$ cat config.mk
export PLATFORM = sky130hd
export DESIGN_NAME = wb_port_arbiter
export DESIGN_NICKNAME = d
export VERILOG_FILES = /design/src/rtl/wb_port_arbiter.sv
export SDC_FILE = /design/constraint.sdc
export NUM_CORES = 1
export LEC_CHECK = 0
export ABC_AREA = 0
export BUFFER_PORTS_ARGS = -buffer_cell sky130_fd_sc_hd__buf_2
export CORE_MARGIN = 1
export CORE_UTILIZATION = 35
export DETAILED_ROUTE_END_ITERATION = 8
export PLACE_DENSITY_LB_ADDON = 0.12
export RECOVER_POWER = 25
export SLEW_MARGIN = 15
export SYNTH_ARGS = -nofsm -noshare
export SYNTH_HDL_FRONTEND = slang
export SYNTH_SLANG_ARGS = --single-unit
$ cat constraint.sdc
create_clock -name clk -period 4.4 [get_ports clk]
set_input_delay 0.66 -clock clk [delete_from_list [all_inputs] [get_ports clk]]
set_output_delay 0.66 -clock clk [all_outputs]
set_load 0.1 [all_outputs]
$ cat src/rtl/wb_port_arbiter.sv
// wb_port_arbiter
//   Shares the register file's single write port among NREQ writeback
//   requesters (e.g. ALU, load unit, CSR unit). Valid/ready handshakes with
//   round-robin priority. The winning write is registered for one cycle and
//   drives the register file write port. Writes to x0 are consumed, dropped
//   and counted in a saturating 8-bit counter.
//
// Parameters
//   NREQ  number of requesters (2..4)
//   XLEN  data width
//   AW    register address width
//
// Ports
//   clk          clock, rising edge
//   rst          synchronous active-low reset
//   hold         freeze the write port: no grants while high
//   req_valid    per-requester write request
//   req_ready    per-requester grant (one-hot or zero, combinational)
//   req_addr     packed destination addresses, requester i at [i*AW +: AW]
//   req_data     packed write data, requester i at [i*XLEN +: XLEN]
//   rf_we        registered write enable
//   rf_waddr     registered write address
//   rf_wdata     registered write data
//   grant_id     index of the last accepted requester (registered)
//   x0_drop_cnt  saturating count of accepted writes to x0
//
// Optional build macro WB_ARB_FWD_EN adds same-cycle forwarding of the
// in-flight write to two read addresses:
//   rd_a1, rd_a2               read addresses
//   fwd1_valid, fwd1_data      forward result for rd_a1
//   fwd2_valid, fwd2_data      forward result for rd_a2
module wb_port_arbiter #(
    parameter int NREQ = 3,
    parameter int XLEN = 32,
    parameter int AW   = 5
) (
    input  logic                 clk,
    input  logic                 rst,
    input  logic                 hold,
    input  logic [NREQ-1:0]      req_valid,
    output logic [NREQ-1:0]      req_ready,
    input  logic [NREQ*AW-1:0]   req_addr,
    input  logic [NREQ*XLEN-1:0] req_data,
    output logic                 rf_we,
    output logic [AW-1:0]        rf_waddr,
    output logic [XLEN-1:0]      rf_wdata,
    output logic [1:0]           grant_id,
`ifdef WB_ARB_FWD_EN
    input  logic [AW-1:0]        rd_a1,
    input  logic [AW-1:0]        rd_a2,
    output logic                 fwd1_valid,
    output logic [XLEN-1:0]      fwd1_data,
    output logic                 fwd2_valid,
    output logic [XLEN-1:0]      fwd2_data,
`endif
    output logic [7:0]           x0_drop_cnt
);

    logic [1:0]      rr_ptr;
    logic            accept;
    logic [1:0]      win_idx;
    logic [1:0]      nxt_ptr;
    logic [AW-1:0]   win_addr;
    logic [XLEN-1:0] win_data;

    // Round-robin scan starting at rr_ptr. rr_ptr and the offset are both
    // below NREQ, so one conditional subtraction performs the modulo.
    always_comb begin
        logic [2:0] sum;
        logic [1:0] idx;
        req_ready = '0;
        accept    = 1'b0;
        win_idx   = '0;
        sum       = '0;
        idx       = '0;
        if (rst && !hold) begin
            for (int unsigned k = 0; k < NREQ; k++) begin
                sum = {1'b0, rr_ptr} + 3'(k);
                if (sum >= 3'(NREQ))
                    sum = sum - 3'(NREQ);
                idx = sum[1:0];
                if (!accept && req_valid[idx]) begin
                    accept         = 1'b1;
                    win_idx        = idx;
                    req_ready[idx] = 1'b1;
                end
            end
        end
    end

    always_comb begin
        win_addr = req_addr[int'(win_idx)*AW +: AW];
        win_data = req_data[int'(win_idx)*XLEN +: XLEN];
        if (win_idx == 2'(NREQ-1))
            nxt_ptr = '0;
        else
            nxt_ptr = win_idx + 2'd1;
    end

    always_ff @(posedge clk) begin
        if (!rst) begin
            rr_ptr      <= '0;
            rf_we       <= 1'b0;
            rf_waddr    <= '0;
            rf_wdata    <= '0;
            grant_id    <= '0;
            x0_drop_cnt <= '0;
        end else if (accept) begin
            rr_ptr   <= nxt_ptr;
            rf_waddr <= win_addr;
            rf_wdata <= win_data;
            grant_id <= win_idx;
            rf_we    <= (win_addr != '0);
            if (win_addr == '0 && x0_drop_cnt != 8'hFF)
                x0_drop_cnt <= x0_drop_cnt + 8'd1;
        end else begin
            rf_we <= 1'b0;
        end
    end

`ifdef WB_ARB_FWD_EN
    always_comb begin
        fwd1_valid = rf_we && (rf_waddr == rd_a1) && (rd_a1 != '0);
        fwd2_valid = rf_we && (rf_waddr == rd_a2) && (rd_a2 != '0);
        fwd1_data  = fwd1_valid ? rf_wdata : '0;
        fwd2_data  = fwd2_valid ? rf_wdata : '0;
    end
`endif

endmodule

# Yosys cells after proc, flatten, opt, wreduce, memory -nomap -nowiden
# Index checks and enable logic that the tools add are counted.
[totals] register_bits=50 output_inout_bits=51 wordCells=78
[classes] addsub=7 n_mul=1 order_cmp=9 n_eq_ne=2 n_shift=2 n_mux=35 bitwise_logic=2 reduce_logical=14
[ops] cell="96-bit by 8-bit indexed part select with 32-bit output" count=1
[ops] cell="2-bit 2-to-1 mux" count=11
[ops] cell="3-bit 2-to-1 mux" count=6
[ops] cell="15-bit by 6-bit indexed part select with 5-bit output" count=1
[ops] cell="1-bit 2-to-1 mux" count=12
[ops] cell="2-bit by 3-bit < comparator with 1-bit output (second input constant)" count=3
[ops] cell="8-bit by 1-bit adder with 8-bit output (second input constant)" count=1
[ops] cell="8-bit inequality test (second input constant)" count=1
[ops] cell="1-bit logical AND" count=7
[ops] cell="1-bit binary-select mux with 2-bit select" count=3
[ops] cell="1-bit demux with 2-bit select" count=3
[ops] cell="2-bit by 1-bit >= comparator with 1-bit output (second input constant)" count=3
[ops] cell="3-bit by 2-bit >= comparator with 1-bit output (second input constant)" count=2
[ops] cell="3-bit OR" count=2
[ops] cell="2-bit subtractor (second input constant)" count=3
[ops] cell="5-bit logical NOT" count=1
[ops] cell="2-bit by 3-bit multiplier with 5-bit output (second input constant)" count=1
[ops] cell="5-bit nonzero test" count=1
[ops] cell="2-bit AND reduction" count=2
[ops] cell="2-bit by 1-bit adder with 3-bit output (second input constant)" count=1
[ops] cell="2-bit by 2-bit adder with 3-bit output (second input constant)" count=1
[ops] cell="1-bit logical NOT" count=3
[ops] cell="2-bit by 1-bit adder with 2-bit output (second input constant)" count=1
[ops] cell="2-bit == test (second input constant)" count=1
[ops] cell="2-bit >= comparator (second input constant)" count=1

# Longest topological paths before layout
[depth] ltp_word=20 mapped_depth=13

# Least setup slack after synthesis
# No wires, ideal clock.
[synth_path] kind="register -> output" start="register rr_ptr[0]" end="output req_ready[0]" arrival_ns=3.594 t_required_ns=3.740 slack_ns=0.146 path_stages_with_launch=9 n_path_buf=1 path_cell_list="dfxtp_1 > inv_1 > ha_1 > buf_2 > nand3b_1 > o21ai_0 > nor2_1 > a22oi_1 > a211oi_1"
[synth_between] elab_chain_len=15
[synth_rtl] item="from (decl)" line_no="59" source="logic [1:0] rr_ptr;"
[synth_rtl] item="from (signal assigned)" line_no="109" source="rr_ptr <= nxt_ptr;"
[synth_rtl] item="branches (longest 13 deep; another with 2-bit by 1-bit adder with 3-bit output)"
[synth_rtl] item="3-bit 2-to-1 mux *" line_no="82" source="if (!accept && req_valid[idx]) begin"
[synth_rtl] item="3-bit 2-to-1 mux *" line_no="76" source="if (rst && !hold) begin"
[synth_rtl] item="to (decl)" line_no="41" source="output logic [NREQ-1:0] req_ready,"
# Mark *: on every way between the ends. The select of a mux whose other input is x is not followed.

# Final worst setup path
[layout_path] start="register rr_ptr[1]" end="register x0_drop_cnt[5]"
[layout_between] elab_chain_len=20
[layout_rtl] item="branches (longest 19 deep; another with 2-bit by 1-bit adder with 3-bit output)"
[layout_rtl] item="2-bit AND reduction (no source line) *"
[layout_rtl] item="to (signal assigned)" line_no="115" source="x0_drop_cnt <= x0_drop_cnt + 8'd1;"
[layout_rtl] item="to (decl)" line_no="56" source="output logic [7:0] x0_drop_cnt"
# Marked as above.
# A chain may end at the register's enable or synchronous reset.

==> out/metrics.csv <==
metric,value,unit
Reg power frac,0.321,
top cell family by delay on the critical path,compound AO/OA/AOI/OAI gates,
gp weighted congestion,0.822,
Worst Tran Pin Value,1.21,ns
setup TNS,0,ns
number of remaining DRC errors,0,
clk sinks,50,
multi-input logic area,1710,um^2
fin crit period,3.60,ns
WP buf/inv,2,
Starting Density,0.366,
Die W,92.4,um
worst skew pair latency,0.30,ns
GRT Resource Usage Total,0.196,
Reg area,1000,um^2
total of max-cap violations,0,
vias per cell,5.15,
Port Buffer Count,167,
Fmax,0.278,GHz
post-DP HPWL,6540,um
P_int,0.857,mW
clk root buf,clkbuf_8,
# IOs,168,
CORE AREA,7810,um^2
total CTS buffers,5,
static leakage,1.74,nW
status,"finished, final reports clean",
number of synthesis warnings,0,
syn_area_per_cell,7.77,um^2
Worst-path clk slew,0.09,ns
"Hold Vio Cnt, Final",0,
vias in the first global route,2794,
largest net degree at the start of global routing,58,
worst-path cell chain,inv_1 -> ha_1 -> mux2_4 -> o41ai_4 -> a22o_4 -> o31ai_4 -> buf_4 -> a221oi_4 -> o2111ai_2 -> or4_1 -> a21oi_1,
Post-synth EDFFs,0,
Final nets,640,
total gr overflow,0,
# resized after CTS,0,
Syn-to-layout area delta,34.4,%
via count,3197,
final instance area,3840,um^2
CTS H-Tree Depth,2,
total wire length,8680,um
antenna violations before repair,1,
cell row count,32,
diodes inserted,0,
"Seq/Total Area, Yosys",0.350,
fin util,0.492,
"top cells by area, synth","dfxtp_1 (35%), o21ai_0 (7.7%), nand3_1 (7.5%)",
VDD IR-drop max,0.183,mV
Post-synth ARST share,0,
Final Slew Violations,0,
number of instances in the placed design,613,
type of the worst setup path,flop to flop,
period utilization,0.818,
CP Launch Type,flop,
Max Clock Skew,0.00734,ns
Slew HR,0.199,
Min Hold Slack,0.462,ns
CP max-delay cell,or4_1,
die area,8540,um^2
Synth Register Bits,50,
most frequent cells in the layout,"buf_2 (142), dfxtp_1 (50), o21ai_0 (43), nand3_1 (43), nor2_1 (40)",
ANT nets after route,0,
worst endpoint required time,4.64,ns
Mapped Nets,490,
Iter 0 DRT Violations,108,
"most common cell after layout, fill and taps aside",buf_2,
layout cell share with drive strength beyond 1,0.326,
DRT Pass-1 Iters,4,
post-CTS setup buffers,0,
placed inst area,3760,um^2
CTS tree,yes,
first-pass GRT wire length,13400,um
predominant post-synthesis flop cell,dfxtp_1,
synthesized area,2860,um^2
CP peak stage delay,0.58,ns
Syn Inst Count,368,
Finished Layout Cells,621,
hold_buf cts,0,
hold crit path type,flop to flop,
WP data arrival,3.83,ns
Switch Pwr,0.790,mW
CP endpoint kind,flop,
critical-path maximum fanout,33,
synth unique cells,44,
Yosys top cell by area,dfxtp_1,
post-DR wirelength/cell,14.0,um
fillers,822,
post-synth top area share,0.350,
clock group share of total power,0.196,
PD cells,429,nW/um^2
setup violators final,0,
clk buf depth,2,
Die Y-Extent,92.4,um
RSZ-0062 raised after global routing,no,
Sw Share,0.480,
Comb power frac,0.483,
==> final cells by class <==
| cell class | instances | share of cell area |
|---|---|---|
| multi-input cells | 277 | 0.444 |
| flip-flops and latches | 50 | 0.260 |
| repair buffers | 174 | 0.223 |
| well taps | 102 | 0.0332 |
| clock buffers | 5 | 0.0179 |
| clock inverters | 3 | 0.0114 |
| inverters | 10 | 0.00977 |
==> worst min-delay path, delay by kind of cell, from the launching register on <==
kind | cells | cell delay [ns]
AND/OR/NAND/NOR | 2 | 0.11
flip-flops | 1 | 0.32
==> flip-flops by register name (all words and copies together), names as in the netlist <==
signal / cells
x0_drop_cnt: 8
rr_ptr: 2
rf_we: 1
rf_waddr: 5
rf_wdata: 32
grant_id: 2
==> per-stage QoR <==
step / setup WS [ns] / power, mW
2_1_floorplan: 0.146 / 1.17
3_3_place_gp: 0.909 / 1.34
3_5_place_dp: 0.822 / 1.34
4_1_cts: 0.814 / 1.67
5_1_grt: 0.535 / 1.74
6_report: 0.802 / 1.65
==> synth_stat cells, drive strengths merged (2+ instances only) <==
cell	count
dfxtp	50
o21ai	46
nand3	43
nor2	40
a21oi	37
a22oi	26
clkbuf	25
mux2i	13
nand2	13
inv	10
o31ai	9
buf	6
or4	6
ha	5
nand2b	4
a221o	3
and3	3
nor3	3
or3	3
a31oi	2
a32oi	2
mux2	2
nand3b	2
o211ai	2
o21a	2
==> final timing paths <==
path | cells after the start | slack, ns | startpoint | endpoint
worst max register to register | 11 | 0.80 | rr_ptr[1]$_SDFFE_PN0P_ | x0_drop_cnt[5]$_SDFFE_PN0P_
worst min-delay path | 2 | 0.46 | grant_id[1]$_SDFFE_PN0P_ | grant_id[1]$_SDFFE_PN0P_
worst min register to register | 2 | 0.46 | grant_id[1]$_SDFFE_PN0P_ | grant_id[1]$_SDFFE_PN0P_
worst max-delay path | 11 | 0.80 | rr_ptr[1]$_SDFFE_PN0P_ | x0_drop_cnt[5]$_SDFFE_PN0P_
==> routing by layer <==
| layer | track usage | part of all wire | vias to the layer above |
|---|---|---|---|
| met5 | 0 | 0 | - |
| met4 | 0.0508 | 0.0096 | 0 |
| met3 | 0.0386 | 0.070 | 6 |
| met2 | 0.340 | 0.48 | 119 |
| met1 | 0.246 | 0.44 | 1421 |
| li1 | - | - | 1651 |
==> power groups by stage <==
stage | combinational (mW) | sequential (mW) | clock [mW]
5_1_grt | 0.848 | 0.535 | 0.355
4_1_cts | 0.805 | 0.528 | 0.335
3_3_place_gp | 0.799 | 0.536 | 0
6_report | 0.796 | 0.529 | 0.323
3_5_place_dp | 0.804 | 0.538 | 0
2_1_floorplan | 0.290 | 0.883 | 0
==> kinds of logic (layout without fill, tap and decap cells) <==
logic type | count (synthesis) | count (layout) | share of synthesized area
DFF | 50 | 50 | 0.350
muxes | 15 | 15 | 0.0547
and+or+nand+nor | 119 | 119 | 0.198
buffers and inverters | 41 | 192 | 0.0595
AOI/OAI and AO/OA | 138 | 138 | 0.316
adders and majority gates | 5 | 5 | 0.0219
No activity file was read; power rests on OpenSTA's default activity.
